===== src/rtl/haraka_sponge_ctrl.sv =====
// haraka_sponge_ctrl
// Sponge-mode controller for a Haraka-style permutation core. It gathers
// message bytes into a RATE-bit block, pads the final block, sequences one
// permutation per block and then hands out SQUEEZE_BLOCKS squeezed blocks.
//
// Ports:
//   clk, clear         clock and asynchronous active-high reset
//   in_data/in_valid/in_last/in_ready   byte stream in (valid/ready)
//   blk_out            block to the core, byte k at bits [8k+7:8k]
//   perm_start/perm_init/perm_absorb/perm_done   core handshake
//   sq_valid/sq_last/sq_ready   squeeze handshake
//   busy, blk_count    status (controller active, absorbed blocks)
module haraka_sponge_ctrl #(
  parameter int                  IN_WIDTH       = 8,
  parameter int                  RATE           = 256,
  parameter logic [IN_WIDTH-1:0] PAD_BEGINNING  = 8'h1f,
  parameter logic [IN_WIDTH-1:0] PAD_ENDING     = 8'h80,
  parameter int                  SQUEEZE_BLOCKS = 1
) (
  input  logic                clk,
  input  logic                clear,
  input  logic [IN_WIDTH-1:0] in_data,
  input  logic                in_valid,
  input  logic                in_last,
  output logic                in_ready,
  output logic [RATE-1:0]     blk_out,
  output logic                perm_start,
  output logic                perm_init,
  output logic                perm_absorb,
  input  logic                perm_done,
  output logic                sq_valid,
  output logic                sq_last,
  input  logic                sq_ready,
  output logic                busy,
  output logic [15:0]         blk_count
);

  localparam int BYTES = RATE / IN_WIDTH;
  localparam int IDX_W = (BYTES > 1) ? $clog2(BYTES) : 1;
  localparam int SQ_W  = $clog2(SQUEEZE_BLOCKS + 1);
  localparam logic [IDX_W-1:0] LAST_IDX = IDX_W'(BYTES - 1);
  localparam logic [SQ_W-1:0]  SQ_LAST  = SQ_W'(SQUEEZE_BLOCKS - 1);

  typedef enum logic [2:0] {
    IDLE    = 3'd0,
    ABSORB  = 3'd1,
    PAD     = 3'd2,
    PERM    = 3'd3,
    SQUEEZE = 3'd4
  } state_t;

  state_t                             state_r;
  logic [BYTES-1:0][IN_WIDTH-1:0]     buf_r;
  logic [BYTES-1:0][IN_WIDTH-1:0]     pad_blk_s;
  logic [IDX_W-1:0]                   byte_cnt_r;
  logic [IDX_W-1:0]                   idx_s;
  logic [SQ_W-1:0]                    sq_cnt_r;
  logic                               first_r;
  logic                               final_r;
  logic                               pend_pad_r;
  logic                               perm_start_r;
  logic                               perm_init_r;
  logic                               perm_absorb_r;
  logic                               sq_valid_r;
  logic                               sq_last_r;
  logic [15:0]                        blk_count_r;

  assign in_ready    = (state_r == IDLE) || (state_r == ABSORB);
  assign busy        = (state_r != IDLE);
  assign blk_out     = buf_r;
  assign perm_start  = perm_start_r;
  assign perm_init   = perm_init_r;
  assign perm_absorb = perm_absorb_r;
  assign sq_valid    = sq_valid_r;
  assign sq_last     = sq_last_r;
  assign blk_count   = blk_count_r;

  // Write position of the byte being accepted: a new message always starts at byte 0.
  always_comb begin
    idx_s = byte_cnt_r;
    if (state_r == IDLE) begin
      idx_s = '0;
    end else begin
      idx_s = byte_cnt_r;
    end
  end

  // Padded version of the buffer: first pad byte at byte_cnt, zeros above, end marker OR-ed into the top byte.
  always_comb begin
    pad_blk_s = buf_r;
    for (int i = 0; i < BYTES; i++) begin
      if (IDX_W'(i) == byte_cnt_r) begin
        pad_blk_s[i] = PAD_BEGINNING;
      end else if (IDX_W'(i) > byte_cnt_r) begin
        pad_blk_s[i] = '0;
      end else begin
        pad_blk_s[i] = buf_r[i];
      end
    end
    pad_blk_s[BYTES-1] = pad_blk_s[BYTES-1] | PAD_ENDING;
  end

  // Main sponge FSM with all outputs registered.
  always_ff @(posedge clk or posedge clear) begin
    if (clear) begin
      state_r       <= IDLE;
      buf_r         <= '0;
      byte_cnt_r    <= '0;
      sq_cnt_r      <= '0;
      first_r       <= 1'b0;
      final_r       <= 1'b0;
      pend_pad_r    <= 1'b0;
      perm_start_r  <= 1'b0;
      perm_init_r   <= 1'b0;
      perm_absorb_r <= 1'b0;
      sq_valid_r    <= 1'b0;
      sq_last_r     <= 1'b0;
      blk_count_r   <= 16'h0000;
    end else begin
      perm_start_r <= 1'b0;
      case (state_r)
        IDLE, ABSORB: begin
          if (in_valid) begin
            buf_r[idx_s] <= in_data;
            byte_cnt_r   <= (idx_s == LAST_IDX) ? '0 : idx_s + IDX_W'(1);
            if (state_r == IDLE) begin
              first_r <= 1'b1;
            end
            if (idx_s == LAST_IDX) begin
              // Full block: permute it first; a final byte here means padding goes in a block of its own.
              state_r       <= PERM;
              final_r       <= 1'b0;
              pend_pad_r    <= in_last;
              perm_start_r  <= 1'b1;
              perm_init_r   <= (state_r == IDLE) ? 1'b1 : first_r;
              perm_absorb_r <= 1'b1;
            end else if (in_last) begin
              state_r <= PAD;
            end else begin
              state_r <= ABSORB;
            end
          end
        end
        PAD: begin
          buf_r         <= pad_blk_s;
          state_r       <= PERM;
          final_r       <= 1'b1;
          perm_start_r  <= 1'b1;
          perm_init_r   <= first_r;
          perm_absorb_r <= 1'b1;
        end
        PERM: begin
          // perm_done is ignored during the start cycle so a stale level cannot end the new permutation.
          if (!perm_start_r && perm_done) begin
            first_r       <= 1'b0;
            perm_init_r   <= 1'b0;
            perm_absorb_r <= 1'b0;
            if (perm_absorb_r && (blk_count_r != 16'hffff)) begin
              blk_count_r <= blk_count_r + 16'd1;
            end
            if (pend_pad_r) begin
              buf_r      <= '0;
              byte_cnt_r <= '0;
              pend_pad_r <= 1'b0;
              state_r    <= PAD;
            end else if (!final_r) begin
              buf_r      <= '0;
              byte_cnt_r <= '0;
              state_r    <= ABSORB;
            end else begin
              state_r    <= SQUEEZE;
              sq_valid_r <= 1'b1;
              sq_last_r  <= (sq_cnt_r == SQ_LAST);
            end
          end
        end
        SQUEEZE: begin
          if (sq_ready) begin
            sq_valid_r <= 1'b0;
            sq_last_r  <= 1'b0;
            buf_r      <= '0;
            if (sq_last_r) begin
              state_r     <= IDLE;
              sq_cnt_r    <= '0;
              blk_count_r <= 16'h0000;
              first_r     <= 1'b0;
              final_r     <= 1'b0;
            end else begin
              // Further output block: permute an all-zero block without absorbing.
              sq_cnt_r      <= sq_cnt_r + SQ_W'(1);
              state_r       <= PERM;
              perm_start_r  <= 1'b1;
              perm_init_r   <= first_r;
              perm_absorb_r <= 1'b0;
            end
          end
        end
        default: begin
          state_r <= IDLE;
        end
      endcase
    end
  end

endmodule


===== config.mk =====
export PLATFORM = sky130hd
export DESIGN_NAME = haraka_sponge_ctrl
export DESIGN_NICKNAME = d
export VERILOG_FILES = /design/src/rtl/haraka_sponge_ctrl.sv
export SDC_FILE = /design/constraint.sdc
export NUM_CORES = 1
export LEC_CHECK = 0
export CAP_MARGIN = 20
export CORE_MARGIN = 2
export CORE_UTILIZATION = 45
export CTS_CLUSTER_DIAMETER = 60
export DETAILED_ROUTE_END_ITERATION = 16
export PLACE_DENSITY = 0.79
export SYNTH_ARGS = -nofsm -noshare
export SYNTH_HDL_FRONTEND = slang
export SYNTH_SLANG_ARGS = --single-unit
export TNS_END_PERCENT = 10

===== constraint.sdc =====
create_clock -name clk -period 19.36 [get_ports clk]
set_clock_uncertainty 0.05 [all_clocks]
set_input_delay 2.904 -clock clk [delete_from_list [all_inputs] [get_ports clk]]
set_output_delay 2.904 -clock clk [all_outputs]
set_load 0.05 [all_outputs]

==> results of run 1 <==
[cell usage after synthesis (8+ instances only)]
cell type	n
o21ai_0	115
nor2_1	105
a31oi_1	29
or3_1	10
o211ai_1	8
o31ai_1	11
buf_2	19
and3_1	17
nand2_1	108
dfrtp_1	289
mux2_2	147
o2bb2ai_1	59
inv_1	41
nand4_1	9
o22ai_1	34
clkbuf_1	49
nand2b_1	9
nand3_1	36
a21oi_1	40
a22o_1	14
[final timing paths]
check                      depth (start not counted)  slack, ns                        end
setup / recovery                                   3      13.21                       busy
hold / removal                                     2       0.42                  flip-flop
setup reg to reg                                  14      14.41  byte_cnt_r[3]$_DFFE_PP0P_
hold reg to reg                                    2       0.42                  flip-flop
max in group asynchronous                          4      13.74                  async pin
min in group asynchronous                          2       2.93                  async pin
[worst max-delay path, stage by stage, from the launching register on]
cell	delay (ns)
dfrtp_1	0.72
nor3_2	0.98
inv_1	0.18
clkdlybuf4s50_1	0.81
[layout make-up]
type,instances,area (um^2)
diodes,1,2.50
clock buffers,48,985
clock inverters,6,62.6
fillers,2430,11900
inverters,41,161
multi-input cells,858,5960
flip-flops and latches,289,7230
well taps,390,488
repair buffers,303,3010
[where the power goes]
part | internal (W) | switching, W | leakage [nW]
logic | 0.000280 | 0.000657 | 3.24
clock network | 0.000365 | 0.000246 | 0.517
registers | 0.000653 | 0.0000513 | 3.98
total | 0.00130 | 0.000954 | 7.74
[layout by cell type, fill, tap and decap left out, types with 35 or more instances in the layout]
master and n:
o21ai_0 115, nand2_1 108, clkdlybuf4s50_1 292, a21oi_1 40
nor2_1 104, o2bb2ai_1 59, inv_1 40, dfrtp_1 289
clkbuf_16 35, mux2_2 147, nand3_1 36
[metal layers]
metal  GRT usage [%]  vias up
met5               0        -
met4            10.9        0
met3            7.80      123
met2            44.1      664
met1            38.6     5976
li1                -     5138
[logic make-up (layout without fill, tap and decap cells)]
kind of cell / count (synthesis) / in the layout
adders and majority gates: 7 / 7
muxes: 156 / 156
DFF: 289 / 289
other: 0 / 1
AOI/OAI and AO/OA: 350 / 350
buffers and inverters: 122 / 398
and+or+nand+nor: 345 / 345
[through the flow]
step	std cells	setup slack, ns
final	1936	13.21
after CTS	1934	13.26
after detailed placement	1880	13.12
after floorplan	1269	8.43
after global placement	1880	13.18
after global routing	1936	13.10
==> run summary, run 1 <==
Post-Synth Adder-Cell Area = 0.639%
Vias in the first global route = 11657
Arr. time, crit path = 3.20 ns
Final Wtd Congestion = 0.926
Max H-tree Level = 2
Dominant cell type by area after synthesis = dfrtp_1
DP HPWL = 32.3 mm
Max Clk Rate = 162 MHz
FF+latch count, synth = 289
Core area = 29800 um^2
DP Area = 16800 um^2
Ys async rst share = 100%
Largest net degree at the start of global routing = 141
Hold_ws = 0.423 ns
Fin nets = 1548
Syn Area/Cell = 10.8 um^2
CP max FO = 28
Synth Area in Compound Gates = 17.5%
Post-DR wirelength/cell = 23.7 um
Period utilisation layout = 31.8%
Worst rel slew slack = 26.6%
I/O pins = 293
Least-Margin Pin Slew = 1.10 ns
Fin crit period = 6.15 ns
CTS max path bufs = 3
Finish-stage setup viols = 0
Fin area = 17900 um^2
Max VDD drop = 0.0000812 V
Leak = 7.74 nW
First-pass GRT wire length = 69.5 mm
Congestion Overflow GR = 0
Run status = completed
Final hold vios = 0
1st-iter DRT viols = 1236
Initial antenna violation count = 1
Largest family of logic cells by synthesized area = compound AO/OA/AOI/OAI gates
Via count = 11901
CTS tree = done
Drt via density = 6.15
Top layer in use = met4
Share of the synthesized area in the top cell type = 52.7%
Worst Path Required = 16.41 ns
Die area = 31900 um^2
Setup TNS = 0 ns
Finished Core Util = 60.1%
Clock root cell = clkbuf_16
Hold buffer count at CTS = 0
Remaining antenna violation count = 0
Top FF cell, synth = dfrtp_1
Post-CTS sizing = 0
Num CTS Buffers = 34
Post-CTS setup buffer count = 0
Worst r2r src = state_r[0]$_DFFE_PP0P_
Syn. warnings = 0
Start point of the critical path = state_r[0]$_DFFE_PP0P_
Unrepaired setup endpoints after global routing = no
Mapped Cells = 1269
Mapped cell area = 13700 um^2
Post-synthesis simple-gate area fraction = 12.4%
Chip width = 179 um
Net Count, Synth = 1290
Seq/Total Area, Yosys = 52.7%
IO Port Bufs = 292
CP startpoint kind = flip-flop
Number of synthesized flops with an enable pin = 0
First-pass DRT Iterations = 6
Chip height = 179 um
Power Total = 0.00225 W
Met2 wire length = 21.1 mm
Starting Density = 46.0%
Residual DRC = 0
HP Class = flip-flop to flip-flop
Rows = 63
Max-cap viol count = 0
Synth Area in XOR/XNOR = 0%
Unique masters post-synth = 74
Total track usage = 28.6%
Met3 WL = 4.62 mm
Mux cell area share after synthesis = 12.9%
WL met1 = 18.5 mm
Kind of critical path = flip-flop to output pin
Worst Setup End Kind = output pin
Top post-synthesis cells by area = dfrtp_1, mux2_2, o21ai_0
Clock Sinks = 289
Worst-path clk slew = 0.06 ns
Worst-skew pair later-pin latency = 0.50 ns
Layout area overhead = 30.5%
Final wirelength = 46.0 mm
Power per cell area = 126 nW/um^2
Share of layout cells above drive strength 1 = 15.7%
Slew Limit Fails = 0
Power figures use the tool's default switching activity.
==> inputs of run 2 (changes only) <==
- clock period: 19.36 -> 6.2 ns (I/O delays scaled with it)
==> run 2 against run 1 <==
Sequential cell count is the same. Utilization grew 0.12 points. Routed wire length grew 1.7%. Global-route usage grew 0.30 points. First-iteration DRC count grew 14%. Critical path type unchanged. Critical endpoint unchanged.
==> run summary, run 2 (synthesized netlist as in run 1, its figures left out) <==
Total track usage = 28.9%
Leak = 7.75 nW
Remaining antenna violation count = 0
Hold depth = 2
Share of layout cells above drive strength 1 = 16.0%
Worst-skew pair later-pin latency = 0.55 ns
Max H-tree Level = 1
Diode count = 0
Final hold vios = 0
Chip width = 179 um
Reg2reg setup slack = 1.57 ns
Hold buffer count at CTS = 0
HP Class = flip-flop to flip-flop
Setup TNS = 0 ns
Core area = 29800 um^2
Slew Limit Fails = 0
Post-CTS setup buffer count = 0
Comb pwr share = 41.6%
I/O pins = 293
Chip height = 179 um
Max VDD drop = 0.000326 V
Period utilisation layout = 75.4%
Run status = completed
Max Clk Rate = 214 MHz
Clock root cell = clkbuf_16
Power per cell area = 396 nW/um^2
P_sw = 0.00301 W
CP max FO = 28
Register share of total power = 31.0%
IO Port Bufs = 292
Initial antenna violation count = 0
1st-iter DRT viols = 1403
Pint = 0.00409 W
Die area = 31900 um^2
Slowest-stage cell, CP = nor3_2
CTS tree = done
Final Wtd Congestion = 0.975
Worst Setup End Kind = output pin
R2r worst-path depth = 8
Worst rel slew slack = 35.0%
Critical path's largest stage delay = 0.84 ns
Rows = 63
Max-cap viol count = 0
Power Total = 0.00710 W
First-pass DRT Iterations = 6
Fin nets = 1547
Num CTS Buffers = 31
Share of total power in the clock network = 27.3%
Starting Density = 46.0%
First-pass GRT wire length = 69.8 mm
Crit path cell chain = nor3_2, inv_1, buf_4, clkdlybuf4s50_1
Drt via density = 6.13
Most frequent cells in the layout = clkdlybuf4s50_1, dfrtp_1, mux2_2
Fin crit period = 4.68 ns
CTS max path bufs = 3
Kind of critical path = flip-flop to output pin
Unrepaired setup endpoints after global routing = no
Worst Path Required = 5.22 ns
Post-DR wirelength/cell = 24.1 um
Clock Sinks = 289
Switching Share = 42.3%
Arr. time, crit path = 3.70 ns
Largest net degree at the start of global routing = 164
Final wirelength = 46.7 mm
Via count = 11868
Post-CTS sizing = 0
Congestion Overflow GR = 0
Worst-path clk slew = 0.06 ns
Least-Margin Pin Slew = 0.975 ns
DP HPWL = 33.2 mm
Finish-stage setup viols = 0
Vias in the first global route = 11606
Commonest non-fill, non-tap cell in the layout = clkdlybuf4s50_1
Worst r2r src = state_r[0]$_DFFE_PP0P_
CP startpoint kind = flip-flop
Residual DRC = 0
Layout area overhead = 30.8%
[run 2: cell count changes in the layout (fill, tap and decap cells not counted)]
cell	delta
clkbuf_8	-1
inv_6	-1
buf_8	-1
clkinvlp_4	+3
clkbuf_16	-4
diode_2	-1
buf_4	+2
clkbuf_1	-3
clkinv_2	+2
buf_12	+1
bufinv_16	+4
[run 2: final cells by class]
cell class / instances / area, um^2
Clock buffer: 40 / 860
Sequential cell: 289 / 7230
Fill cell: 2366 / 11900
Timing Repair Buffer: 305 / 3030
Multi-Input combinational cell: 858 / 5960
Inverter: 41 / 158
Tap cell: 390 / 488
Clock inverter: 14 / 210
[run 2: how the worst max path moves through the flow]
stage                                 startpoint  slack [ns]                        end
final                     state_r[0]$_DFFE_PP0P_        1.52                       busy
after global routing      state_r[0]$_DFFE_PP0P_        1.37  byte_cnt_r[3]$_DFFE_PP0P_
after CTS                 state_r[0]$_DFFE_PP0P_        1.61                       busy
after detailed placement  state_r[0]$_DFFE_PP0P_        1.74                  flip-flop
after global placement    state_r[0]$_DFFE_PP0P_        1.96                  flip-flop
after floorplan                            clear        1.39                  async pin
[run 2: power by group through the flow]
stage	registers, W	clock network [W]	logic [W]
detailed placement	0.00223	0	0.00288
finish	0.00220	0.00194	0.00296
floorplan	0.00258	0	0.00166
global placement	0.00223	0	0.00284
global route	0.00222	0.00203	0.00309
CTS	0.00220	0.00195	0.00289
[run 2: metal layers]
metal	share of wire, %	global-route usage, %	routed length (um)	vias up
li1	-	-	-	5125
met1	40	38.7	18800	5867
met2	44	43.5	20500	721
met3	11	8.42	5100	155
met4	5.1	13.3	2380	0
met5	0	0	0	-
[run 2: worst max-delay path: cells and delay by family (launching register included)]
kind / cells / cell delay (ns)
AND/OR/NAND/NOR: 1 / 0.84
buffers and inverters: 3 / 1.57
flip-flops: 1 / 0.72
[run 2: per-stage QoR]
| stage | setup WS (ns) | util (%) | cells | area [um^2] | hold slack, ns |
|---|---|---|---|---|---|
| detailed placement | 1.74 | 56.6 | 1882 | 16900 | 0.423 |
| CTS | 1.61 | 60.2 | 1936 | 17900 | 0.442 |
| global placement | 1.96 | 56.6 | 1882 | 16900 | 0.415 |
| finish | 1.52 | 60.2 | 1937 | 17900 | 0.438 |
| floorplan | 1.39 | - | 1269 | 13700 | 0.395 |
| global route | 1.37 | 60.2 | 1937 | 17900 | 0.457 |
==> inputs of run 3 (changes only) <==
- PLACE_DENSITY: 0.79 -> 0.82
- clock period: 6.2 -> 4.2 ns (I/O delays scaled with it)
==> run 3 against run 2 <==
Sequential power increased by 47%. Utilization grew 0.65 points. Routed wire length grew 0.80%. Clock power up 52%. Via count up 1.1%. Largest cell class unchanged.
==> run summary, run 3 (synthesized netlist as in run 1, its figures left out) <==
Comb pwr share = 41.8%
Power per cell area = 587 nW/um^2
Max-cap viol count = 0
Post-DR wirelength/cell = 24.1 um
Fin nets = 1565
Worst rel slew slack = 27.3%
First-pass GRT wire length = 71.6 mm
Slack of the critical path = 0.808 ns
Final hold vios = 0
Chip width = 179 um
Post-CTS setup buffer count = 0
Largest net degree at the start of global routing = 85
Remaining antenna violation count = 0
Clock Sinks = 289
Die area = 31900 um^2
Congestion Overflow GR = 0
Hold_ws = 0.431 ns
1st-iter DRT viols = 1136
Place WS = 0.691 ns
Buf/Inv on CP = 3
CP startpoint kind = flip-flop
Rows = 63
Slew Limit Fails = 0
Worst-skew pair later-pin latency = 0.57 ns
Most frequent cells in the layout = clkdlybuf4s50_1, dfrtp_1, mux2_2
Chip height = 179 um
Starting Density = 46.0%
Worst-path clk slew = 0.06 ns
Crit path cell chain = nor3_2, inv_1, nand2_1, inv_1, ha_1, buf_4, and3_1, and2_1, ha_1, nor4b_1, nand2_1, nor2_1, o21ai_0, o31ai_1
Clock root cell = clkbuf_16
Crit path max-delay family = simple AND/OR/NAND/NOR gates
CTS max path bufs = 3
Final wirelength = 47.1 mm
Core area = 29800 um^2
Slowest-stage cell, CP = nor4b_1
Layout area overhead = 32.2%
IO Port Bufs = 292
Run status = completed
Fin crit period = 3.39 ns
Max H-tree Level = 1
Num CTS Buffers = 31
Leak = 7.86 nW
CTS tree = done
Residual DRC = 0
Worst Setup End Kind = flip-flop
Max VDD drop = 0.000385 V
P_sw = 0.00450 W
Finish-stage setup viols = 0
Via count = 11998
Unrepaired setup endpoints after global routing = no
CP max FO = 12
Kind of critical path = flip-flop to flip-flop
Period utilisation layout = 80.8%
Hold buffer count at CTS = 0
Final Wtd Congestion = 0.948
First-pass DRT Iterations = 6
Least-Margin Pin Slew = 1.09 ns
HP Class = flip-flop to flip-flop
Pint = 0.00614 W
DP HPWL = 33.6 mm
Worst Path Required = 4.63 ns
Share of total power in the clock network = 27.7%
Drt via density = 6.13
Arr. time, crit path = 3.82 ns
Total track usage = 29.4%
Max Clk Rate = 295 MHz
Switching Share = 42.3%
Commonest non-fill, non-tap cell in the layout = clkdlybuf4s50_1
I/O pins = 293
Post-CTS sizing = 0
Initial antenna violation count = 1
Critical path's largest stage delay = 0.48 ns
Register share of total power = 30.5%
Vias in the first global route = 11984
Share of layout cells above drive strength 1 = 17.0%
[run 3: cell count changes in the layout (fill, tap and decap cells not counted), sizes merged]
cell,change
clkinvlp,-1
clkinv,+2
diode,+1
bufinv,+1
buf,+18
clkbuf,-1
inv,+1
[run 3: worst register-to-register path: stages, from the launching register on]
cell and delay, ns:
dfrtp_1 0.39, nor3_2 0.21, inv_1 0.21, nand2_1 0.19
inv_1 0.10, ha_1 0.27, buf_4 0.20, and3_1 0.26
and2_1 0.21, ha_1 0.24, nor4b_1 0.48, nand2_1 0.18
nor2_1 0.12, o21ai_0 0.10, o31ai_1 0.09
[run 3: metrics by stage]
stage          utilization (%)  instance area, um^2  power, W  cells  TNS, ns
6_report                  60.9                18100    0.0106   1958        0
4_1_cts                   60.8                18100    0.0106   1957        0
3_5_place_dp              57.2                17000   0.00763   1901        0
2_1_floorplan                -                13700   0.00626   1269   -90.51
3_3_place_gp              57.2                17000   0.00756   1901        0
5_1_grt                   60.9                18100    0.0110   1958        0
[run 3: per-layer routing]
| metal | global-route usage, % | share of wire (%) | vias to the layer above |
|---|---|---|---|
| met5 | 0 | 0 | - |
| met4 | 9.96 | 3.5 | 0 |
| met3 | 7.42 | 9.8 | 118 |
| met2 | 46.9 | 47 | 650 |
| met1 | 39.0 | 40 | 6058 |
| li1 | - | - | 5172 |
[run 3: cell type report]
| type | count | area (um^2) |
|---|---|---|
| fill | 2365 | 11700 |
| sequential | 289 | 7230 |
| multi-input combinational | 858 | 5960 |
| timing repair buffer | 323 | 3190 |
| clock buffer | 39 | 836 |
| tap | 390 | 488 |
| clock inverter | 17 | 264 |
| inverter | 41 | 158 |
| antenna | 1 | 2.50 |
[run 3: worst paths after layout]
kind | to | cells past startpoint | slack [ns] | startpoint
max in group asynchronous | async pin | 3 | 2.75 | clear
worst min-delay path | sq_last$_DFFE_PP0P_ | 1 | 0.43 | sq_cnt_r$_DFFE_PP0P_
worst max register to register | byte_cnt_r[3]$_DFFE_PP0P_ | 14 | 0.81 | state_r[2]$_DFFE_PP0P_
min in group asynchronous | async pin | 2 | 0.48 | clear
worst max-delay path | byte_cnt_r[3]$_DFFE_PP0P_ | 14 | 0.81 | state_r[2]$_DFFE_PP0P_
worst min register to register | sq_last$_DFFE_PP0P_ | 1 | 0.43 | sq_cnt_r$_DFFE_PP0P_
[run 3: power groups by stage]
| stage | logic [W] | clock network, W | registers [W] |
|---|---|---|---|
| finish | 0.00445 | 0.00295 | 0.00324 |
| global route | 0.00466 | 0.00309 | 0.00326 |
| CTS | 0.00438 | 0.00297 | 0.00323 |
| detailed placement | 0.00436 | 0 | 0.00328 |
| global placement | 0.00428 | 0 | 0.00327 |
| floorplan | 0.00245 | 0 | 0.00381 |
